## src/rtl/icache_refill_ctrl.sv

```systemverilog
// Direct-mapped instruction cache with a line-refill controller behind the fetch stage.
// Lookups are combinational in IDLE; misses refill the whole line word 0 first via req/ack.
module icache_refill_ctrl #(
  parameter int LINES          = 16,
  parameter int WORDS_PER_LINE = 4,
  parameter int ADDR_W         = 32
) (
  input  logic              clk,
  input  logic              rst_n,
  input  logic [ADDR_W-1:0] pc,
  input  logic              inv_all,
  output logic [31:0]       instruction,
  output logic              hit,
  output logic              mem_req,
  output logic [ADDR_W-1:0] mem_addr,
  input  logic              mem_ack,
  input  logic [31:0]       mem_rdata
);

  localparam int CW = $clog2(WORDS_PER_LINE);
  localparam int OB = CW + 2;
  localparam int IB = $clog2(LINES);
  localparam int LW = ADDR_W - OB;
  localparam int TW = LW - IB;

  typedef enum logic [1:0] {
    IDLE    = 2'd0,
    FILL    = 2'd1,
    INSTALL = 2'd2
  } state_t;

  state_t          state;
  state_t          state_next;
  logic [LINES-1:0] valid;
  logic [TW-1:0]   tag_mem  [LINES];
  logic [31:0]     data_mem [LINES*WORDS_PER_LINE];
  logic [CW-1:0]   cnt;
  logic [LW-1:0]   fill_line;
  logic            killed;

  logic [CW-1:0]   off;
  logic [IB-1:0]   idx;
  logic [TW-1:0]   pc_tag;
  logic [IB-1:0]   fill_idx;
  logic [TW-1:0]   fill_tag;
  logic            lookup_hit;
  logic            start_fill;
  logic            word_ack;
  logic            install;
  logic            unused_pc_bits;

  assign off            = pc[OB-1:2];
  assign idx            = pc[OB+IB-1:OB];
  assign pc_tag         = pc[ADDR_W-1:OB+IB];
  assign fill_idx       = fill_line[IB-1:0];
  assign fill_tag       = fill_line[LW-1:IB];
  assign lookup_hit     = valid[idx] && (tag_mem[idx] == pc_tag);
  assign unused_pc_bits = ^pc[1:0];

  assign mem_addr    = {fill_line, cnt, 2'b00};
  assign instruction = hit ? data_mem[{idx, off}] : 32'h0;

  // State register; async reset drops mem_req immediately since it decodes from state.
  always_ff @(posedge clk or negedge rst_n) begin
    if (!rst_n) begin
      state <= IDLE;
    end else begin
      state <= state_next;
    end
  end

  // Next-state and handshake decode.
  always_comb begin
    state_next = state;
    hit        = 1'b0;
    mem_req    = 1'b0;
    start_fill = 1'b0;
    word_ack   = 1'b0;
    install    = 1'b0;
    case (state)
      IDLE: begin
        hit = lookup_hit;
        if (!lookup_hit) begin
          start_fill = 1'b1;
          state_next = FILL;
        end else begin
          state_next = IDLE;
        end
      end
      FILL: begin
        mem_req = 1'b1;
        if (mem_ack) begin
          word_ack = 1'b1;
          if (cnt == CW'(WORDS_PER_LINE - 1)) begin
            state_next = INSTALL;
          end else begin
            state_next = FILL;
          end
        end else begin
          state_next = FILL;
        end
      end
      INSTALL: begin
        install    = 1'b1;
        state_next = IDLE;
      end
      default: begin
        state_next = IDLE;
      end
    endcase
  end

  // Refill bookkeeping: captured line, word counter, and the invalidated-mid-refill flag.
  always_ff @(posedge clk or negedge rst_n) begin
    if (!rst_n) begin
      fill_line <= '0;
      cnt       <= '0;
      killed    <= 1'b0;
    end else begin
      if (start_fill) begin
        fill_line <= pc[ADDR_W-1:OB];
        cnt       <= '0;
        killed    <= 1'b0;
      end else begin
        if (word_ack) begin
          cnt <= cnt + CW'(1);
        end
        if (inv_all) begin
          killed <= 1'b1;
        end
      end
    end
  end

  // Valid bits; invalidate beats a same-edge install.
  always_ff @(posedge clk or negedge rst_n) begin
    if (!rst_n) begin
      valid <= '0;
    end else if (inv_all) begin
      valid <= '0;
    end else if (install && !killed) begin
      valid[fill_idx] <= 1'b1;
    end
  end

  // Tag and data storage carry no reset; valid gates their use.
  always_ff @(posedge clk) begin
    if (word_ack) begin
      data_mem[{fill_idx, cnt}] <= mem_rdata;
    end
    if (install) begin
      tag_mem[fill_idx] <= fill_tag;
    end
  end

endmodule

```

## config.mk

```make
export PLATFORM = sky130hd
export DESIGN_NAME = icache_refill_ctrl
export DESIGN_NICKNAME = d
export VERILOG_FILES = /design/src/rtl/icache_refill_ctrl.sv
export SDC_FILE = /design/constraint.sdc
export NUM_CORES = 2
export LEC_CHECK = 0
export CAP_MARGIN = 20
export CORE_UTILIZATION = 53
export CTS_CLUSTER_DIAMETER = 80
export DETAILED_ROUTE_END_ITERATION = 7
export GPL_TIMING_DRIVEN = 0
export PLACE_DENSITY = 0.69
export SETUP_SLACK_MARGIN = 0.05
export SYNTH_ARGS = -nofsm -noshare
export SYNTH_HDL_FRONTEND = slang
export SYNTH_SLANG_ARGS = --single-unit
```

## constraint.sdc

```tcl
create_clock -name clk -period 5.1 [get_ports clk]
set_input_delay 0.51 -clock clk [delete_from_list [all_inputs] [get_ports clk]]
set_output_delay 0.51 -clock clk [all_outputs]
set_load 0.03 [all_outputs]
```

==> run_results.csv <==
group,metric,value,unit
floorplan,start_util,53.6,%
yosys,netlist-cell-type-count,58,
route,ant_nets,0,
clock_tree,cts_tree,"done",
sta,rsz0062_at_grt,"no",
global_routing,gr-total-overflow,0,
pwr,p_total,45.6,mW
route,drt-initial-drc-count,6588,
clock_tree,clock-sinks,2481,
finish,nets,4639,
floorplan,die_w,427,um
worst_setup_path,critPathMaxStageDelay,780,ps
floorplan,core_area,179000,um^2
floorplan,dieHeight,427,um
pwr,peakVddDrop,0.368,mV
global_routing,grt_util_all_layers,28.4,%
sta,finalCriticalPeriod,5060,ps
sta,finalMaxSlewViolations,0,
floorplan,dieArea,183000,um^2
yosys,synth-compound-area-share,0.925,%
sta,period_share,99.2,%
pwr,power.leakage,35.0,nW
yosys,yosys-top-cells-area,"edfxtp_1 76%, mux4_2 18%, dfrtp_1 1.3%",
place,dp.cells,6670,
worst_hold_path,hp-class,"input pin to register",
pwr,p_sw,11.0,mW
sta,finalHoldViolCount,0,
place,hpwl,173000,um
yosys,yosys-top-cells-count,"2,432 x edfxtp_1, 753 x mux4_2, 132 x clkbuf_1",
place,preCtsSetupSlack,-1580,ps
worst_setup_path,end_kind,"primary output",
global_routing,first_global_vias,46700,
worst_setup_path,cp_max_fo,10,
yosys,async_flop_share,1.98,%
pwr,swShare,24.1,%
worst_setup_path,cp_slowest_cell,"clkbuf_1",
route,vias,47100,
finish,final-instance-count-excl-fill,7135,
sta,setup_viol,0,
worst_setup_path,cp_cell_sequence,"clkdlybuf4s50_1 > inv_1 > clkbuf_1 > mux2i_1 > xnor2_1 > nor3_1 > nand4_1 > a222oi_1 > buf_4 > and4_1 > buf_4 > buf_4 > and3_4 > clkdlybuf4s15_2",
floorplan,io_pins,134,
global_routing,grt_pass1_wl,357000,um
yosys,synth_area,95900,um^2
job,maxCapViolCount,0,
status,outcome,"finished, final reports clean",
pwr,power.internal,34.6,mW
floorplan,num_rows,155,
clock_tree,cts-root-buf,"clkbuf_16",
global_routing,grt_max_degree,65,
yosys,yosys_warnings,0,
route,vias_per_cell,6.60,
yosys,synth_top_family_by_area,"multiplexers",
sta,fin_hold_ws,79.0,ps
yosys,synth_top_area_cell,"edfxtp_1",
place,place_congestion,0.926,
yosys,synth_ff_type,"edfxtp_1",
pwr,comb_power_share,9.6,%
clock_tree,path_clk_slew,70,ps
worst_setup_path,cpMostUsedCell,"buf_4",
finish,synthToLayoutAreaGrowth,16.5,%
sta,timing.final.ws_setup,41.0,ps
worst_setup_path,worstPathArrival,4550,ps
yosys,avgSynthCellArea,23.6,um^2
route,drtPass1Iterations,6,
sta,max_slew.worst_pin.slew,1170,ps
yosys,synthAdderAreaFrac,0.0130,%
yosys,synthCells,4060,
place,numPortBuffers,125,
route,routedWlPerCell,35.8,um
sta,fin_skew,32.4,ps
route,drc,0,
yosys,synth.most_common_cell,"edfxtp_1",
yosys,ys_seq_area_share,77.4,%
worst_setup_path,setup.worst_path.start_class,"input pin",
pwr,pwr-share-clk,37.7,%
yosys,synthXorXnorAreaFrac,0.274,%
route,wirelength,256000,um
pwr,powerDensity,408,nW/um^2
pwr,p_seq_share,52.8,%
yosys,synth_top_area_share,76.1,%
yosys,synth_mux_area_share,18.5,%
clock_tree,cts_htree_levels,4,
worst_setup_path,crit_type,"input pin to primary output",
yosys,synth_seq_cells,2481,
worst_setup_path,required,4590,ps
finish,drive_above_1_share,31.8,%
finish,fillers,11800,
clock_tree,cts.path.max_buffers,3,
sta,slew-limit-headroom,22.1,%
yosys,synth_edf_count,2432,
clock_tree,clk_latency,870,ps
global_routing,antenna_found_initial,26,
yosys,synthSimpleGateAreaFrac,1.83,%
sta,fmax,0.198,GHz
clock_tree,cts_inserted_buffers,235,
## kinds of logic (layout without fill, tap and decap cells)
group	count (synthesis)	after routing
AOI/OAI and AO/OA	133	133
buffers and inverters	241	949
xor gates and xnor gates	30	30
other	1	13
and+or+nand+nor	346	346
adders and majority gates	1	1
DFF	2481	2481
muxes	827	827
## final cells by class
type	instances	area, um^2	area share (%)
inverter	5	18.8	0.0168
timing repair buffer	272	4160	3.73
sequential	2481	74300	66.5
tap	2355	2950	2.64
buffer	236	1380	1.24
multi-input combinational	1339	21400	19.1
antenna	11	27.5	0.0246
clock inverter	124	1270	1.13
clock buffer	312	6290	5.64
## placed cells by master (no fill, tap or decap), types with 31 or more instances in the layout
cell and instances:
and2_1 32, buf_12 69, buf_16 50, buf_2 58, clkbuf_1 165, clkbuf_16 239, clkbuf_2 39, clkdlybuf4s15_2 40
clkdlybuf4s50_1 58, clkinv_1 53, clkinv_2 33, dfrtp_1 49, edfxtp_1 2432, mux2i_1 64, mux4_2 753, nand2_1 51
nand4_1 33, nor2_1 33, nor2_4 80, nor4_1 31
## state kept, by name, summed over array words and instances, names as in the netlist
| register | count |
|---|---|
| data_mem | 2048 |
| tag_mem | 384 |
| fill_line | 28 |
| valid | 16 |
| cnt | 2 |
| state | 2 |
| killed | 1 |
## worst max-delay path, delay by kind of cell
kind                      cells  cell delay [ps]
muxes                         1              300
buffers and inverters         7             2470
xor gates and xnor gates      1              120
and+or+nand+nor               4              820
AOI/OAI and AO/OA             1              280
## routing by layer
layer	routed length (um)	track usage, %
met1	94600	38.6
met2	124000	45.4
met3	24800	5.82
met4	11800	11.8
met5	164	0
## metrics by stage
| step | area, um^2 | TNS, ps | util (%) |
|---|---|---|---|
| after global routing | 112000 | 0 | 62.4 |
| after floorplan | 95900 | 0 | - |
| after CTS | 112000 | 0 | 62.3 |
| final | 112000 | 0 | 62.4 |
| after detailed placement | 103000 | -48460 | 57.8 |
| after global placement | 100000 | -431620 | 55.9 |
## worst paths after layout
check / start / endpoint / slack (ps) / depth (start not counted)
min in group asynchronous: rst_n / fill_line[6] / 150 / 2
worst max register to register: state[0] / data_mem[56][16] / 1750 / 6
worst min-delay path: mem_rdata[26] / data_mem[11][26] / 80 / 1
worst max-delay path: pc[5] / instruction[6] / 40 / 14
max in group asynchronous: rst_n / killed / 4390 / 3
worst min register to register: valid[4] / valid[4] / 510 / 2
## what timing repair did
item | in CTS | in global routing
pin swaps | 2 | 2
gates resized for setup | 250 | 38
setup endpoints to repair | 33 | 33
buffers inserted | 3 | 1
hold buffers | 7 | 0
endpoints found under the hold margin | 75 | 0
## power by group through the flow
stage,sequential (mW),combinational [mW],clock (mW)
after global routing,24.1,4.53,18.1
after floorplan,24.4,1.86,0
after global placement,24.5,3.73,0
after detailed placement,24.5,4.21,0
final,24.1,4.37,17.2
after CTS,24.1,4.27,17.3
Power figures use the tool's default switching activity.
